<file path="config.mk">
export PLATFORM = sky130hd
export DESIGN_NAME = shift_norm_seq
export DESIGN_NICKNAME = d
export VERILOG_FILES = /design/src/rtl/shift_norm_seq.sv
export SDC_FILE = /design/constraint.sdc
export NUM_CORES = 1
export LEC_CHECK = 0
export CAP_MARGIN = 15
export CORE_MARGIN = 1.5
export CORE_UTILIZATION = 38
export DETAILED_ROUTE_END_ITERATION = 6
export PLACE_DENSITY = 0.63
export SLEW_MARGIN = 20
export SYNTH_ARGS = -nofsm -noshare
export SYNTH_HDL_FRONTEND = slang
export SYNTH_SLANG_ARGS = --single-unit
</file>
<file path="constraint.sdc">
create_clock -name clk -period 7.7 [get_ports clk]
set_input_delay 1.54 -clock clk [delete_from_list [all_inputs] [get_ports clk]]
set_output_delay 1.54 -clock clk [all_outputs]
set_load 0.01 [all_outputs]
</file>
<file path="src/rtl/shift_norm_seq.sv">
// shift_norm_seq: iterative normalizer, the companion of the barrel shifter.
// Derives the left-shift count that normalizes an operand (leading-one for
// unsigned, redundant-sign-bit count for signed) with a binary search of one
// stage per cycle (16, 8, 4, 2, 1).
//
// Ports:
//   clk, rst_n            clock, asynchronous active-low reset
//   in_valid / in_ready   operand handshake (ready only while idle)
//   in_data, in_signed    operand and signed/unsigned mode select
//   out_valid / out_ready result handshake (valid only while done)
//   out_data              normalized operand (in_data << out_count)
//   out_count             shift amount applied (32 for unsigned zero)
//   out_zero              operand had no significant bit
module shift_norm_seq #(
    parameter int WIDTH = 32,
    parameter int CNT_W = 6
) (
    input  logic             clk,
    input  logic             rst_n,
    input  logic             in_valid,
    output logic             in_ready,
    input  logic [WIDTH-1:0] in_data,
    input  logic             in_signed,
    output logic             out_valid,
    input  logic             out_ready,
    output logic [WIDTH-1:0] out_data,
    output logic [CNT_W-1:0] out_count,
    output logic             out_zero
);

    typedef enum logic [1:0] {
        IDLE = 2'd0,
        STEP = 2'd1,
        DONE = 2'd2
    } state_t;

    state_t state, state_next;

    logic [WIDTH-1:0] work;
    logic [CNT_W-1:0] count;
    logic [2:0]       stage;
    logic             sgn;
    logic             zero;

    logic [CNT_W-1:0] n;
    logic [CNT_W-1:0] sh_u;
    logic [CNT_W-1:0] sh_s;
    logic [WIDTH-1:0] top_u;
    logic [WIDTH-1:0] top_s;
    logic [WIDTH-1:0] mask_s;
    logic             hit;
    logic             accept;
    logic             in_zero;

    // in_ready is gated by rst_n so it reads 0 while reset is held even
    // though the state register already sits in IDLE.
    assign in_ready = (state == IDLE) && rst_n;
    assign accept   = in_ready && in_valid;
    assign in_zero  = (in_data == '0) || (in_signed && (in_data == '1));

    // Stage test: unsigned looks at the top n bits, signed at the top n+1
    // bits (all zero or all one means n redundant sign bits).
    always_comb begin
        n      = CNT_W'(1) << stage;
        sh_u   = CNT_W'(WIDTH) - n;
        sh_s   = CNT_W'(WIDTH - 1) - n;
        top_u  = work >> sh_u;
        top_s  = work >> sh_s;
        mask_s = {WIDTH{1'b1}} >> sh_s;
        if (sgn) begin
            hit = (top_s == '0) || (top_s == mask_s);
        end else begin
            hit = (top_u == '0);
        end
    end

    always_ff @(posedge clk or negedge rst_n) begin
        if (!rst_n) begin
            state <= IDLE;
        end else begin
            state <= state_next;
        end
    end

    always_comb begin
        state_next = state;
        case (state)
            IDLE: if (accept)        state_next = STEP;
            STEP: if (stage == 3'd0) state_next = DONE;
            DONE: if (out_ready)     state_next = IDLE;
            default:                 state_next = IDLE;
        endcase
    end

    always_ff @(posedge clk or negedge rst_n) begin
        if (!rst_n) begin
            work  <= '0;
            count <= '0;
            stage <= '0;
            sgn   <= 1'b0;
            zero  <= 1'b0;
        end else begin
            if (state == IDLE && accept) begin
                work  <= in_data;
                sgn   <= in_signed;
                zero  <= in_zero;
                count <= '0;
                stage <= 3'd4;
            end else if (state == STEP) begin
                if (hit) begin
                    work  <= work << n;
                    count <= count + n;
                end
                if (stage != 3'd0) begin
                    stage <= stage - 3'd1;
                end
            end
        end
    end

    always_comb begin
        out_valid = (state == DONE);
        out_data  = '0;
        out_count = '0;
        out_zero  = 1'b0;
        if (state == DONE) begin
            out_data  = work;
            out_zero  = zero;
            out_count = (!sgn && zero) ? CNT_W'(WIDTH) : count;
        end
    end

endmodule

</file>
; ---- Word level (Yosys, flattened, before mapping)
; Cells that the tools add are included.
[word_totals]
out_inout_bits = 41
register_bits = 45
in_bits = 37
[classes]
shift = 5
eq_ne = 7
n_mux = 18
add_sub_neg = 4
reduce_logical = 20
[ops]
columns = operator, count
row1 = $mux 32, 4
row2 = $logic_not 32->1, 3
row3 = $shr 32x6->32, 2
row4 = $eq 32x32->1, 1
row5 = $eq 32x32->1 const B, 1
row6 = $shl 32x6->32, 1
row7 = $shr 32x6->32 const A, 1
row8 = $mux 6, 5
row9 = $mux 3, 3
row10 = $add 6x6->6, 1
row11 = $mux 2, 3
row12 = $pmux 2 s3, 1
row13 = $reduce_bool 2->1, 3
row14 = $shl 1x3->6 const A, 1
row15 = $sub 5x6->6 const A, 1
row16 = $sub 6x6->6 const A, 1
row17 = $logic_and 1x1->1, 5
row18 = $ne 2x2->1 const B, 2
row19 = $reduce_and 2->1, 2
row20 = $logic_not 3->1, 1
row21 = $reduce_and 3->1, 1
row22 = $reduce_bool 3->1, 1
row23 = $sub 3x1->3 const B, 1
row24 = $eq 2x1->1 const B, 1
row25 = 6 further kinds, 8

; ---- Depth between registers and ports, before layout
[logic_depth]
word_depth = 9
ltp_mapped = 22

; ---- Worst setup path after synthesis
; No wires, ideal clock.
[synth_path]
path_type = register to register
start = register stage[0]
end = register work[22]
stages_incl_launch_ff = 21
setup_slack_ns = 3.170
n_path_buf = 6
setup_time_ns = 0.127
t_arrival_ns = 4.403
synth_period_minus_slack_ns = 4.530
path_cell_list = dfrtp_1 inv_1 ha_1 nor2b_1 buf_4 inv_2 buf_2 clkbuf_1 clkbuf_1 ha_1 clkbuf_1 or4b_1 o21ai_0 a211oi_1 o32ai_1 a41oi_1 nor4b_2 nor2_1 o21ai_4 buf_6 mux2_1
[synth_via]
elab_chain_cells = 8
[synth_rtl]
columns = item, line
row1 = from (decl), 41  ; logic [2:0] stage;
row2 = from (signal assigned), 115  ; stage <= stage - 3'd1;
row3 = $shl 1x3->6 *, 64  ; n = CNT_W'(1) << stage;
row4 = $sub 5x6->6, 66  ; sh_s = CNT_W'(WIDTH - 1) - n;
row5 = $shr 32x6->32 (on tied branches), "68, 69"
row6 = $eq 32x32->1 or $logic_not 32->1 (tied branches), 71  ; hit = (top_s == '0) || (top_s == mask_s);
row7 = $logic_or 1x1->1, 71
row8 = $mux 1, 70  ; if (sgn) begin
row9 = $reduce_bool 2->1 (no source line), --
row10 = $reduce_and 2->1 (no source line), --
row11 = to (signal assigned), 104  ; work <= in_data;
row12 = to (signal assigned), 111  ; work <= work << n;
row13 = to (decl), 39  ; logic [WIDTH-1:0] work;
; Every way passes the cells marked *; elsewhere a longest branch is shown, timed or not. The select of a mux whose other input is x is not followed.
; A chain may end at the register's enable or synchronous reset.

; ---- Worst setup path after layout
[layout_path]
start = register stage[1]
end = register work[28]
; Same word-level chain as after synthesis.

==> results by group <==
Status
  • Status: finished clean

Clock network
  • CTS tree: done
  • H-tree depth: 2
  • Root Buffer: clkbuf_16
  • Clock-pin slew on the worst setup and hold paths: 60 ps
  • CTS max path bufs: 2
  • CTS sink count: 45
  • TritonCTS Buffers: 5
  • Post-CTS setup repair buffer count: 0
  • Hold buffer count at cts: 0
  • Worst skew pair latency: 290 ps
  • Post_cts resized: 0

Min path
  • Hold WC Path Type: flip-flop to flip-flop

Power
  • NetSw: 0.00200 W
  • Clk pwr share: 6.2%
  • Comb power frac: 76.3%
  • Max IR drop VDD: 0.000206 V
  • Pleak: 2.70 nW
  • Switching Fraction: 58.2%
  • Part of the power in registers: 17.5%
  • Pint: 0.00144 W
  • Pwr Density: 488 nW/um^2

Critical path
  • Reg2Reg Capture Point: work[28]$_DFFE_PN0P_
  • Stages on worst setup path: 17
  • Reg2Reg Depth: 17
  • Sum of buffers and inverters on the critical path: 6
  • Setup slack, reg-to-reg: 2330 ps
  • Setup Crit Path Kind: flip-flop to flip-flop
  • CP endpoint kind: flip-flop
  • CP Max Fanout: 37
  • Worst path max stage delay: 660 ps
  • Type of origin of the critical path: flip-flop
  • Worst flop-to-flop path startpoint: stage[1]$_DFFE_PN0P_
  • Critical Path AT: 5540 ps
  • CP required: 7870 ps
  • Crit-path slowest cell: ha_1
  • CP endpoint: work[28]$_DFFE_PN0P_
  • Crit. Startpoint: stage[1]$_DFFE_PN0P_
  • Critical-path cell list: inv_1 -> ha_1 -> buf_4 -> inv_1 -> nor2_1 -> buf_4 -> inv_2 -> ha_1 -> inv_2 -> a2111oi_0 -> a41oi_1 -> o21ai_0 -> o2111ai_1 -> nor4b_2 -> nor2_2 -> o21ai_4 -> mux2_2
  • Delay-heaviest family, CP: compound AO/OA/AOI/OAI gates

STA
  • Post-route clock period utilization: 69.8%
  • Final hold viol count: 0
  • Final setup fails: 0
  • Clk_skew: 8.61 ps
  • Unrepaired setup endpoints after global routing: false
  • Slew Viols, Final: 0
  • Fmax: 186 MHz
  • Max_slew headroom: 35.3%
  • Slew @ Worst Pin: 963 ps
  • Tmin final: 5370 ps
  • Setup TNS: 0 ps

Cells and area
  • Multi-input gate area: 4560 sq um
  • Layout cells sized above 1: 10.4%
  • Most frequent cells in the layout: clkdlybuf4s50_1 (76), nand2_1 (74), nor2_1 (62), a21oi_1 (56), mux2i_1 (46)
  • Non-Filler Instances: 1,020
  • Commonest non-fill, non-tap cell in the layout: clkdlybuf4s50_1
  • Fin nets: 851
  • Fin area: 7050 sq um
  • Sequential Area: 1130 sq um
  • Area grow syn2layout: 14.0%
  • FILL cells: 1,632
  • Ant diodes: 0

Detailed routing
  • Initial DRC Count: 1,117
  • DRC: 0
  • DR vias/cell: 6.74
  • DR WL/cell: 24.3 microns
  • Post-route ant nets: 0
  • Final wirelength: 24,800 microns
  • Drt pass-1 iters: 6
  • Vias: 6,870

GRT
  • Largest net degree at the start of global routing: 57
  • GRT Total Usage: 29.3%
  • First-pass GRT wire length: 37,800 microns
  • Initial antenna violation count: 0
  • Vias in the first global route: 6,231
  • Gr ovfl total: 0

Placed design
  • DP HPWL: 18,100 microns
  • GP Congestion: 0.959
  • Placed cells: 1,012
  • # port buffers: 77
  • DP Area: 6910 sq um

Logic synthesis
  • Gate Count Post-Synth: 788
  • Post-Syn Nets: 836
  • Unique masters post-synth: 83
  • Synth area leader: dfrtp_1
  • Avg Synthesized Cell Area: 7.85 sq um
  • Top-area cell type share of the netlist area: 18.2%
  • Post-synth EDFFs: 0
  • Yosys Warn Count: 0
  • Synth async-reset ratio: 100%
  • #FFs+latches synth: 45
  • Post-synthesis cell area: 6190 sq um
  • Top FF cell, synth: dfrtp_1
  • Dominant cells by area after synthesis: dfrtp_1 (18%), mux2i_1 (7.4%), mux4_2 (5.5%)
  • Register area share after synthesis: 18.2%

Floorplanning
  • Die Wd: 131 microns
  • Starting Density: 39.0%
  • DIE AREA: 17,100 sq um
  • Row cnt: 46
  • I/O pin total: 78
  • Die H: 131 microns
  • Core Area: 15,900 sq um

Flow run
  • Max-Cap Viols: 0
-- kinds of logic after synthesis --
logic type | synth area share (%)
flip-flops | 18.2
AND/OR/NAND/NOR | 25.1
buffers and inverters | 8.31
XOR/XNOR | 1.42
multiplexers | 16.9
AO/OA/AOI/OAI | 27.7
adder cells (fa/ha/maj) | 2.39
-- power groups by stage --
stage	clock, W	combinational [W]	sequential [W]
2_1_floorplan	0	0.00207	0.000407
3_3_place_gp	0	0.00254	0.000588
3_5_place_dp	0	0.00254	0.000585
4_1_cts	0.000213	0.00255	0.000582
5_1_grt	0.000225	0.00281	0.000607
6_report	0.000213	0.00262	0.000603
-- registers in the layout (all words and copies together), names as in the netlist --
signal  flops
stage       3
work       32
state       2
zero        1
count       6
sgn         1
-- worst register-to-register path, cell delays in order (launching register included) --
cell       delay [ps]
dfrtp_1           410
inv_1             110
ha_1              150
buf_4             350
inv_1             320
nor2_1            150
buf_4             240
inv_2             200
ha_1              670
inv_2             160
a2111oi_0         510
a41oi_1            90
o21ai_0           200
o2111ai_1         180
nor4b_2           370
nor2_2            230
o21ai_4           510
mux2_2            390
-- through the flow --
step / total power [W] / setup WS [ps] / utilization (%) / hold WS (ps)
global placement: 0.00313 / 2410 / 43.5 / 478
global route: 0.00364 / 1890 / 44.4 / 519
finish: 0.00344 / 2330 / 44.4 / 495
CTS: 0.00335 / 2310 / 44.4 / 494
detailed placement: 0.00312 / 2330 / 43.5 / 481
floorplan: 0.00247 / 3170 / - / 447
-- synth_stat cells (14+ instances only) --
cell and instances:
a211oi_1 18, mux2i_1 46, buf_2 19, nand2_1 74, nor2_1 63, nor4_1 17
dfrtp_1 45, o21ai_0 33, mux4_2 15, a21oi_1 56, o211ai_1 14, o22ai_1 16
clkbuf_1 43, and2_1 35, inv_1 19, and3b_1 14, nand3_1 20, mux2_2 18
-- area by class of cell --
class	instances	area share, %
Inverter	23	1.22
Clock inverter	2	0.142
Clock buffer	6	1.83
Multi-Input combinational cell	637	64.7
Tap cell	216	3.83
Sequential cell	45	16.0
Timing Repair Buffer	91	12.3
-- layer usage --
layer,global-route usage (%),up-vias,routed length [microns]
li1,-,3038,-
met1,42.6,3231,10400
met2,42.2,523,10400
met3,6.51,78,3150
met4,10.7,0,920
met5,0,-,0
-- worst min path at each step --
stage / start / end / slack, ps / cells after the start
CTS: count[5]$_DFFE_PN0P_ / count[5]$_DFFE_PN0P_ / 490 / 1
finish: count[5]$_DFFE_PN0P_ / count[5]$_DFFE_PN0P_ / 490 / 1
global placement: zero$_DFFE_PN0P_ / zero$_DFFE_PN0P_ / 480 / 2
detailed placement: count[5]$_DFFE_PN0P_ / count[5]$_DFFE_PN0P_ / 480 / 1
global route: count[5]$_DFFE_PN0P_ / count[5]$_DFFE_PN0P_ / 520 / 1
floorplan: count[5]$_DFFE_PN0P_ / count[5]$_DFFE_PN0P_ / 450 / 1
No activity file was read; power rests on OpenSTA's default activity.
